## src/rtl/dcache_wshr_merge.sv

```systemverilog
// Write-status holding registers for the data cache: tracks outstanding write-miss blocks,
// merges repeat writes to the same block and drains all entries on invalidate/flush.
module dcache_wshr_merge #(
  parameter int unsigned DEPTH  = 4,
  parameter int unsigned ADDR_W = 26,
  parameter int unsigned CNT_W  = 2,
  localparam int unsigned IDX_W = $clog2(DEPTH)
) (
  input  logic              clk,
  input  logic              rst_n,
  input  logic              pushReq_valid_i,
  output logic              pushReq_ready_o,
  input  logic [ADDR_W-1:0] pushReq_blockAddr_i,
  output logic              conflict_o,
  output logic              merged_o,
  output logic [IDX_W-1:0]  pushedIdx_o,
  input  logic              popReq_valid_i,
  input  logic [IDX_W-1:0]  popReq_bits_i,
  output logic              pop_err_o,
  output logic              empty_o,
  output logic              full_o,
  input  logic              invflu_valid_i,
  output logic              invflu_ready_o,
  output logic              invflu_done_o
);

  localparam logic [CNT_W-1:0] CMAX = '1;
  localparam logic [CNT_W-1:0] CNT_ONE = CNT_W'(1);

  typedef enum logic [1:0] {StIdle, StDrain, StDone} state_e;

  logic [DEPTH-1:0]  valid_q;
  logic [ADDR_W-1:0] blockAddr_q [DEPTH];
  logic [CNT_W-1:0]  cnt_q [DEPTH];
  state_e            state_q;
  logic              popErr_q;

  logic [DEPTH-1:0] match;
  logic [DEPTH-1:0] popSel;
  logic [DEPTH-1:0] pushSel;
  logic [IDX_W-1:0] hitIdx;
  logic [IDX_W-1:0] freeIdx;
  logic [CNT_W-1:0] hitCnt;
  logic [CNT_W-1:0] popCnt;
  logic             anyFree;
  logic             popValidEntry;
  logic             popHit;
  logic             popFree;
  logic             idle;
  logic             pushFire;

  always_comb begin
    match         = '0;
    hitIdx        = '0;
    hitCnt        = '0;
    popCnt        = '0;
    popValidEntry = 1'b0;
    freeIdx       = '0;
    anyFree       = 1'b0;
    for (int i = 0; i < int'(DEPTH); i++) begin
      match[i] = valid_q[i] && (blockAddr_q[i] == pushReq_blockAddr_i);
      if (match[i]) begin
        hitIdx = IDX_W'(i);
        hitCnt = cnt_q[i];
      end
      if (popReq_bits_i == IDX_W'(i)) begin
        popCnt        = cnt_q[i];
        popValidEntry = valid_q[i];
      end
    end
    // Scan downwards so the lowest free index wins.
    for (int i = int'(DEPTH) - 1; i >= 0; i--) begin
      if (!valid_q[i]) begin
        freeIdx = IDX_W'(i);
        anyFree = 1'b1;
      end
    end
  end

  assign idle       = (state_q == StIdle);
  assign popHit     = popReq_valid_i && popValidEntry;
  assign popFree    = popHit && (popCnt == CNT_ONE);
  assign conflict_o = |match;
  assign merged_o   = conflict_o;
  assign empty_o    = ~|valid_q;
  assign full_o     = &valid_q;

  // A saturated entry can still absorb a merge when the same entry is popped this cycle.
  assign pushReq_ready_o = idle && (conflict_o
                           ? ((hitCnt != CMAX) || (popHit && (popReq_bits_i == hitIdx)))
                           : (anyFree || popFree));
  assign pushedIdx_o = conflict_o ? hitIdx : (anyFree ? freeIdx : popReq_bits_i);
  assign pushFire    = pushReq_valid_i && pushReq_ready_o;

  always_comb begin
    popSel  = '0;
    pushSel = '0;
    for (int i = 0; i < int'(DEPTH); i++) begin
      popSel[i]  = popHit && (popReq_bits_i == IDX_W'(i));
      pushSel[i] = pushFire && (pushedIdx_o == IDX_W'(i));
    end
  end

  always_ff @(posedge clk or negedge rst_n) begin
    if (!rst_n) begin
      valid_q <= '0;
      for (int i = 0; i < int'(DEPTH); i++) begin
        blockAddr_q[i] <= '0;
        cnt_q[i]       <= '0;
      end
    end else begin
      for (int i = 0; i < int'(DEPTH); i++) begin
        if (pushSel[i] && merged_o) begin
          if (!popSel[i]) cnt_q[i] <= cnt_q[i] + CNT_ONE;
        end else if (pushSel[i]) begin
          // Also covers reuse of an entry freed by a same-cycle pop.
          valid_q[i]     <= 1'b1;
          cnt_q[i]       <= CNT_ONE;
          blockAddr_q[i] <= pushReq_blockAddr_i;
        end else if (popSel[i]) begin
          cnt_q[i] <= cnt_q[i] - CNT_ONE;
          if (cnt_q[i] == CNT_ONE) valid_q[i] <= 1'b0;
        end
      end
    end
  end

  always_ff @(posedge clk or negedge rst_n) begin
    if (!rst_n) begin
      state_q  <= StIdle;
      popErr_q <= 1'b0;
    end else begin
      popErr_q <= popReq_valid_i && !popValidEntry;
      unique case (state_q)
        StIdle:  if (invflu_valid_i) state_q <= StDrain;
        StDrain: if (empty_o) state_q <= StDone;
        StDone:  state_q <= StIdle;
        default: state_q <= StIdle;
      endcase
    end
  end

  assign pop_err_o      = popErr_q;
  assign invflu_ready_o = idle;
  assign invflu_done_o  = (state_q == StDone);

endmodule

```

## config.mk

```make
export PLATFORM = sky130hd
export DESIGN_NAME = dcache_wshr_merge
export DESIGN_NICKNAME = d
export VERILOG_FILES = /design/src/rtl/dcache_wshr_merge.sv
export SDC_FILE = /design/constraint.sdc
export NUM_CORES = 1
export LEC_CHECK = 0
export BUFFER_PORTS_ARGS = -buffer_cell sky130_fd_sc_hd__buf_2
export CORE_ASPECT_RATIO = 0.5
export CORE_MARGIN = 10
export CORE_UTILIZATION = 40
export CTS_CLUSTER_DIAMETER = 30
export DETAILED_ROUTE_END_ITERATION = 7
export GPL_TIMING_DRIVEN = 0
export PLACE_DENSITY_LB_ADDON = 0.3
export SYNTH_ARGS = -nofsm -noshare
export SYNTH_HDL_FRONTEND = slang
export SYNTH_SLANG_ARGS = --single-unit
```

## constraint.sdc

```tcl
create_clock -name clk -period 3.8 [get_ports clk]
set_input_delay 0.19 -clock clk [delete_from_list [all_inputs] [get_ports clk]]
set_output_delay 0.19 -clock clk [all_outputs]
set_load 0.02 [all_outputs]
```

# [After elaboration in Yosys (flattened, before gate mapping)]
# Cells that the tools add are included.
[totals] in_bits=33 output_inout_bits=10 regBits=119 wordCells=165
[op_classes] n_reduce_logical=57 addsub=8 eq_ne=25 bitwise=4 mux=57
[op_table] cell="26-bit == test" n=4
[op_table] cell="2-bit two-way mux" n=34
[op_table] cell="1-bit logical AND" n=22
[op_table] cell="1-bit two-way mux" n=22
[op_table] cell="2-bit AND reduction" n=9
[op_table] cell="2-bit by 1-bit == test with 1-bit output (second input constant)" n=8
[op_table] cell="2-bit nonzero test" n=8
[op_table] cell="2-bit != test (second input constant)" n=7
[op_table] cell="3-bit AND reduction" n=4
[op_table] cell="3-bit nonzero test" n=4
[op_table] cell="2-bit == test (second input constant)" n=5
[op_table] cell="2-bit by 1-bit adder with 2-bit output (second input constant)" n=4
[op_table] cell="4-bit OR reduction" n=2
[op_table] cell="2-bit by 1-bit subtractor with 2-bit output (second input constant)" n=4
[op_table] cell="2-bit zero test" n=3
[op_table] cell="1-bit NOT" n=4
[op_table] cell="2-bit case mux with 2 select lines" n=1
[op_table] cell="4-bit AND reduction" n=1
[op_table] cell="2-bit == test" n=1
[op_table] cell="1-bit zero test" n=2
[op_table] cell="1-bit logical OR" n=2

# [Longest topological paths before layout]
[logic_depth] depth_word=15 ltp_mapped=11 depth_no_buf=8

# [Worst setup path after synthesis]
# No wires, ideal clock.
[synth_path] path_type="register -> register" from="reg blockAddr_q[98] in the netlist's numbering" to="reg blockAddr_q[59] in the netlist's numbering" path_slack_ns=1.103 stages_incl_launch_ff=11 required_time_ns=3.675 arrival_ns=2.572 n_path_buf=2 period_less_slack_ns=2.697 setup_time_ns=0.125 cell_sequence="dfrtp_1 -> xor2_1 -> nor4_1 -> and4_1 -> a31oi_1 -> o31a_1 -> a211oi_2 -> and2b_1 -> buf_6 -> buf_6 -> mux2_4"
[synth_between] elab_chain_cells=15 elab_cells_between_ends=18 classes_between="eq/ne (3); mux (6); bitwise (1); reduce/logical (8)"
[synth_lines] element="from (decl)" line="33" rtl="logic [ADDR_W-1:0] blockAddr_q [DEPTH];"
[synth_lines] element="from (signal, indexed assignment)" line="119" rtl="blockAddr_q[i] <= pushReq_blockAddr_i;"
[synth_lines] element="26-bit == test (*)" line="61" rtl="match[i] = valid_q[i] && (blockAddr_q[i] == pushReq_blockAddr_i);"
[synth_lines] element="1-bit logical AND (*)" line="61"
[synth_lines] element="2-bit two-way mux (4 in a row)" line="62" rtl="if (match[i]) begin"
[synth_lines] element="2-bit != test" line="90" rtl="? ((hitCnt != CMAX) || (popHit && (popReq_bits_i == hitIdx)))"
[synth_lines] element="1-bit logical OR" line="90"
[synth_lines] element="1-bit two-way mux" line="90"
[synth_lines] element="1-bit logical AND" line="89" rtl="assign pushReq_ready_o = idle && (conflict_o"
[synth_lines] element="1-bit logical AND" line="93" rtl="assign pushFire = pushReq_valid_i && pushReq_ready_o;"
[synth_lines] element="1-bit logical AND" line="100" rtl="pushSel[i] = pushFire && (pushedIdx_o == IDX_W'(i));"
[synth_lines] element="1-bit logical AND" line="113" rtl="if (pushSel[i] && merged_o) begin"
[synth_lines] element="1-bit NOT (no source line)"
[synth_lines] element="2-bit AND reduction (no source line) (*)"
# Every way passes the cells marked *; elsewhere a longest branch is shown, timed or not.
# A chain may end at the register's enable or synchronous reset.

# [Final worst setup path]
[layout_path] from="reg blockAddr_q[87] in the netlist's numbering" to="out merged_o"
[layout_between] elab_chain_cells=3
[layout_lines] element="26-bit == test" line="61"
[layout_lines] element="1-bit logical AND" line="61"
[layout_lines] element="4-bit OR reduction" line="83" rtl="assign conflict_o = |match;"
[layout_lines] element="to (decl)" line="15" rtl="output logic merged_o,"
# Every way passes these cells.

==> summary.md <==
The run finished with clean final reports. Of the total power, the share spent switching nets is 33.9%. The power per cell area came out at 798 mW/mm².

Across every metal layer, demand over resource in global routing totals 15.3%. In this run the worst hold path is classified as input port to flip-flop. The first global-routing pass estimated 28.0 mm of wire. The data required time of the critical path is 3.61 ns, and the arrival time at the worst endpoint is 3.47 ns. The logs give 46.7% for the post-route core utilization and 4710 for the number of global-route vias before repair. After detailed routing, the number of vias per cell comes to 5.39. The kind of end point of the critical path was an output port.

CTS placed an instance of sky130_fd_sc_hd__clkbuf_16 at the clock tree root. In this run, synthesis inferred 0 flip-flops with an integrated enable. In the layout the commonest cells are sky130_fd_sc_hd__dfrtp_1 (119), sky130_fd_sc_hd__xnor2_1 (85), sky130_fd_sc_hd__mux2_4 (57), sky130_fd_sc_hd__nand4_1 (45), sky130_fd_sc_hd__mux2_2 (31). Measured in cells, the most critical reg-to-reg path has a length of 10.

The die is 114 µm tall. The count of H-tree levels built during CTS was 4; the pin count of the biggest net entering global routing was 83. The detail route stage leaves a number of antenna-violating nets equal to 0. The transition time at the pin with the least slew margin works out to 0.593 ns. The tools report the total leakage power as 3.52 nW. Of all nets on the critical path, the largest fanout is 11. The setup path with the least slack is of type flip-flop to output port. The routed layout has 4667 vias. The post-route clock period utilization was 96.4%; the top-level I/O count was 43. Across the run, the number of max-cap violations was 0. Synthesis produced 586 cells.

Of the synthesized area, sequential elements account for 42.1%. For this run, the number of Yosys warnings is 0. The run gives 0 as the total congestion overflow. The run gives 0.00298 mm² as the register area. In this run the cell area of the synthesized design comes to 0.00707 mm². Based on the critical path, the design can be clocked at up to 273 MHz. The final routed wirelength across all metal layers was 17.9 mm. The register bit count reported by yosys was 119. The number of distinct library cell variants in the gate-level netlist after synthesis is 65.

Summed over all failing endpoints, the final setup total negative slack is 0 ns. The final period demand of the worst path is 3.66 ns, and the clock skew is 0.00874 ns. The clock transition time at the flip-flop clock pins of the worst setup and hold paths is 0.05 ns, and the number of antenna violations at the first check in global routing is 0.

For the post-layout net count, the log shows 660. In the routed design, unresolved DRC markers number 0. VDD sags by at most 306 µV. The worst hold path was traced through 3 stages. The total area inside the core boundary comes to 0.0174 mm².

The library cell used most frequently in the layout, excluding fill and tap cells, is sky130_fd_sc_hd__dfrtp_1. In the synthesized netlist the dominant register cell turns out to be sky130_fd_sc_hd__dfrtp_1. When the netlist entered floorplanning its net count stood at 623. Cells with a size suffix above 1 make up 29.4% of the layout. The top cell type by area accounts for 42.1% of the synthesized area. With fillers left out, the area of the finished cells amounts to 0.00810 mm². Proportion of power drawn by combinational gates: 37.7%. CTS saw 119 sinks. The internal power of the cells totals 4.28 mW. Yosys attributes the largest share of cell area to sky130_fd_sc_hd__dfrtp_1 (42%), sky130_fd_sc_hd__mux2_4 (12%), sky130_fd_sc_hd__xnor2_1 (11%). Setup repair after global routing left no endpoint under its margin.

For the total count of max-transition violations in the final report, the log shows 0. In this run, the number of DRC markers left after iteration 0 of detailed routing was 290. Per report_power, the clock group accounts for 26.5% of the total. For the final count of hold timing violations, the log shows 0. The slowest library cell on the worst path is sky130_fd_sc_hd__or4_1. The average footprint of a synthesized cell is 12.1 µm².

The die covers 0.0237 mm². Clock tree synthesis inserted a total of 17 buffers. In this run the deepest clock path goes through 2 buffers. For the worst-skew pair, the clock arrives at the later sink with an insertion delay of 0.42 ns. The repair_antennas step left the layout with diodes totalling 0. In the final routed layout, each cell accounts on average for 20.7 µm. Summed over all nets, the switching power comes to 2.19 mW.

The worst setup path is launched from a flip-flop. Counting flops with an async set or reset pin after synthesis yields a share of 100%. The die extent in x was 208 µm.

The tools report the final-layout fill cell count as 1558. The area growth from synthesis to layout is 14.7%. In this design, the critical path's most frequently occurring cell is sky130_fd_sc_hd__nand4_1. Summed over all instances, the cell type with the most area after synthesis is sky130_fd_sc_hd__dfrtp_1. The tools report the placed standard-cell area as 0.00747 mm². Headroom to the max-slew limit came out at 60.4%. The first detailed-routing pass took 5 iterations.

The signal on the critical path passes through xnor2_1, nand4_1, or4_1, or2_2, nand4_1, clkbuf_1, buf_4, buf_2. Once the floorplan was initialized, standard cells occupied 40.7% of the core. The run gives 0 as the number of buffers added for setup after CTS.

Summing all multi-input logic gate instances after layout gives 0.00367 mm². The setup slack on the worst flop-to-flop path is 0.40 ns. Setup violations remaining at the end of the flow were counted as 0. On the worst path, the slowest cell contributes a delay of 0.56 ns.

Buffers placed on the I/O ports in this run total 16. The global placer's final weighted congestion is 0.890, and the share of power burned in registers is 35.8%. TritonCTS built the clock tree. In this run the core area contains 34 standard-cell rows.

Detailed placement ended at an HPWL of 13.1 mm.
==> metrics by stage <==
stage	setup WS (ns)	power [mW]	instances	hold WS, ns
after global routing	0.00605	6.83	866	0.0516
after CTS	0.0620	6.48	866	0.0438
after global placement	0.392	4.67	836	0.451
final	0.136	6.47	866	0.0492
after detailed placement	0.396	4.73	837	0.123
after floorplan	1.10	4.12	586	-0.106
==> synthesized netlist by cell type (3+ instances only) <==
library cell,n
sky130_fd_sc_hd__nand2_1,22
sky130_fd_sc_hd__buf_2,12
sky130_fd_sc_hd__inv_1,14
sky130_fd_sc_hd__nand4_1,45
sky130_fd_sc_hd__and4_1,3
sky130_fd_sc_hd__mux2_4,57
sky130_fd_sc_hd__buf_4,6
sky130_fd_sc_hd__o21ai_0,4
sky130_fd_sc_hd__dfrtp_1,119
sky130_fd_sc_hd__xor2_1,26
sky130_fd_sc_hd__nor4_1,10
sky130_fd_sc_hd__and3b_1,3
sky130_fd_sc_hd__clkbuf_1,7
sky130_fd_sc_hd__a211oi_1,3
sky130_fd_sc_hd__a31oi_1,5
sky130_fd_sc_hd__mux2_2,31
sky130_fd_sc_hd__ha_1,4
sky130_fd_sc_hd__nand3b_1,4
sky130_fd_sc_hd__and3_1,3
sky130_fd_sc_hd__mux2_1,19
sky130_fd_sc_hd__xnor2_1,85
sky130_fd_sc_hd__nand3_1,8
sky130_fd_sc_hd__nor2_1,18
sky130_fd_sc_hd__or4_1,3
sky130_fd_sc_hd__and2_1,3
sky130_fd_sc_hd__nor3_1,5
sky130_fd_sc_hd__buf_6,18
sky130_fd_sc_hd__nor2b_1,5
==> registers in the layout, summed over array words and instances, names as in the netlist <==
| register | cells |
|---|---|
| blockAddr_q | 104 |
| cnt_q | 8 |
| valid_q | 4 |
| pop_err_o | 1 |
| state_q | 2 |
==> worst paths after layout <==
| check | from | endpoint |
|---|---|---|
| min in group asynchronous | rst_n | blockAddr_q[64] |
| max in group asynchronous | rst_n | cnt_q[3] |
| min reg2reg | state_q[1] | state_q[0] |
| max | blockAddr_q[87] | merged_o |
| min | invflu_valid_i | state_q[0] |
| max reg2reg | blockAddr_q[88] | blockAddr_q[74] |
==> timing repair <==
item | CTS | global route
resized for setup | 0 | 1
hold endpoints to repair | 37 | 0
setup endpoints to repair | 0 | 21
hold buffers | 1 | 0
==> layer usage <==
metal | global-route usage (%) | wire length, µm | up-vias
li1 | - | - | 2148
met1 | 21.3 | 8990 | 2381
met2 | 23.1 | 7840 | 120
met3 | 3.77 | 915 | 18
met4 | 3.93 | 184 | 0
met5 | 0 | 0 | -
==> worst max-delay path, delay by kind of cell (launching register included) <==
kind / cells / cell delay [ns]
DFF: 1 / 0.39
buffers and inverters: 3 / 0.85
xor gates and xnor gates: 1 / 0.47
and+or+nand+nor: 4 / 1.34
==> final cells by class <==
class / count / area share (%)
inverters: 14 / 0.648
repair buffers: 18 / 1.53
clock inverters: 7 / 1.79
multi-input cells: 408 / 45.3
clock buffers: 21 / 5.81
well taps: 234 / 3.61
flip-flops and latches: 119 / 36.7
plain buffers: 45 / 4.62
==> kinds of logic (layout without fill, tap and decap cells) <==
group | count (synthesis) | count (layout) | synth area share (%)
XOR/XNOR | 111 | 111 | 13.8
adder cells (fa/ha/maj) | 4 | 4 | 0.708
buffers and inverters | 59 | 105 | 6.04
AO/OA/AOI/OAI | 38 | 38 | 4.43
flip-flops | 119 | 119 | 42.1
AND/OR/NAND/NOR | 147 | 147 | 12.5
multiplexers | 108 | 108 | 20.4
==> power by group through the flow <==
| stage | logic (mW) | clock network [mW] | registers (mW) |
|---|---|---|---|
| 3_5_place_dp | 2.41 | 0 | 2.33 |
| 5_1_grt | 2.65 | 1.79 | 2.39 |
| 4_1_cts | 2.44 | 1.73 | 2.32 |
| 3_3_place_gp | 2.37 | 0 | 2.30 |
| 6_report | 2.44 | 1.71 | 2.32 |
| 2_1_floorplan | 1.88 | 0 | 2.23 |
(Power assumes the default switching activity.)
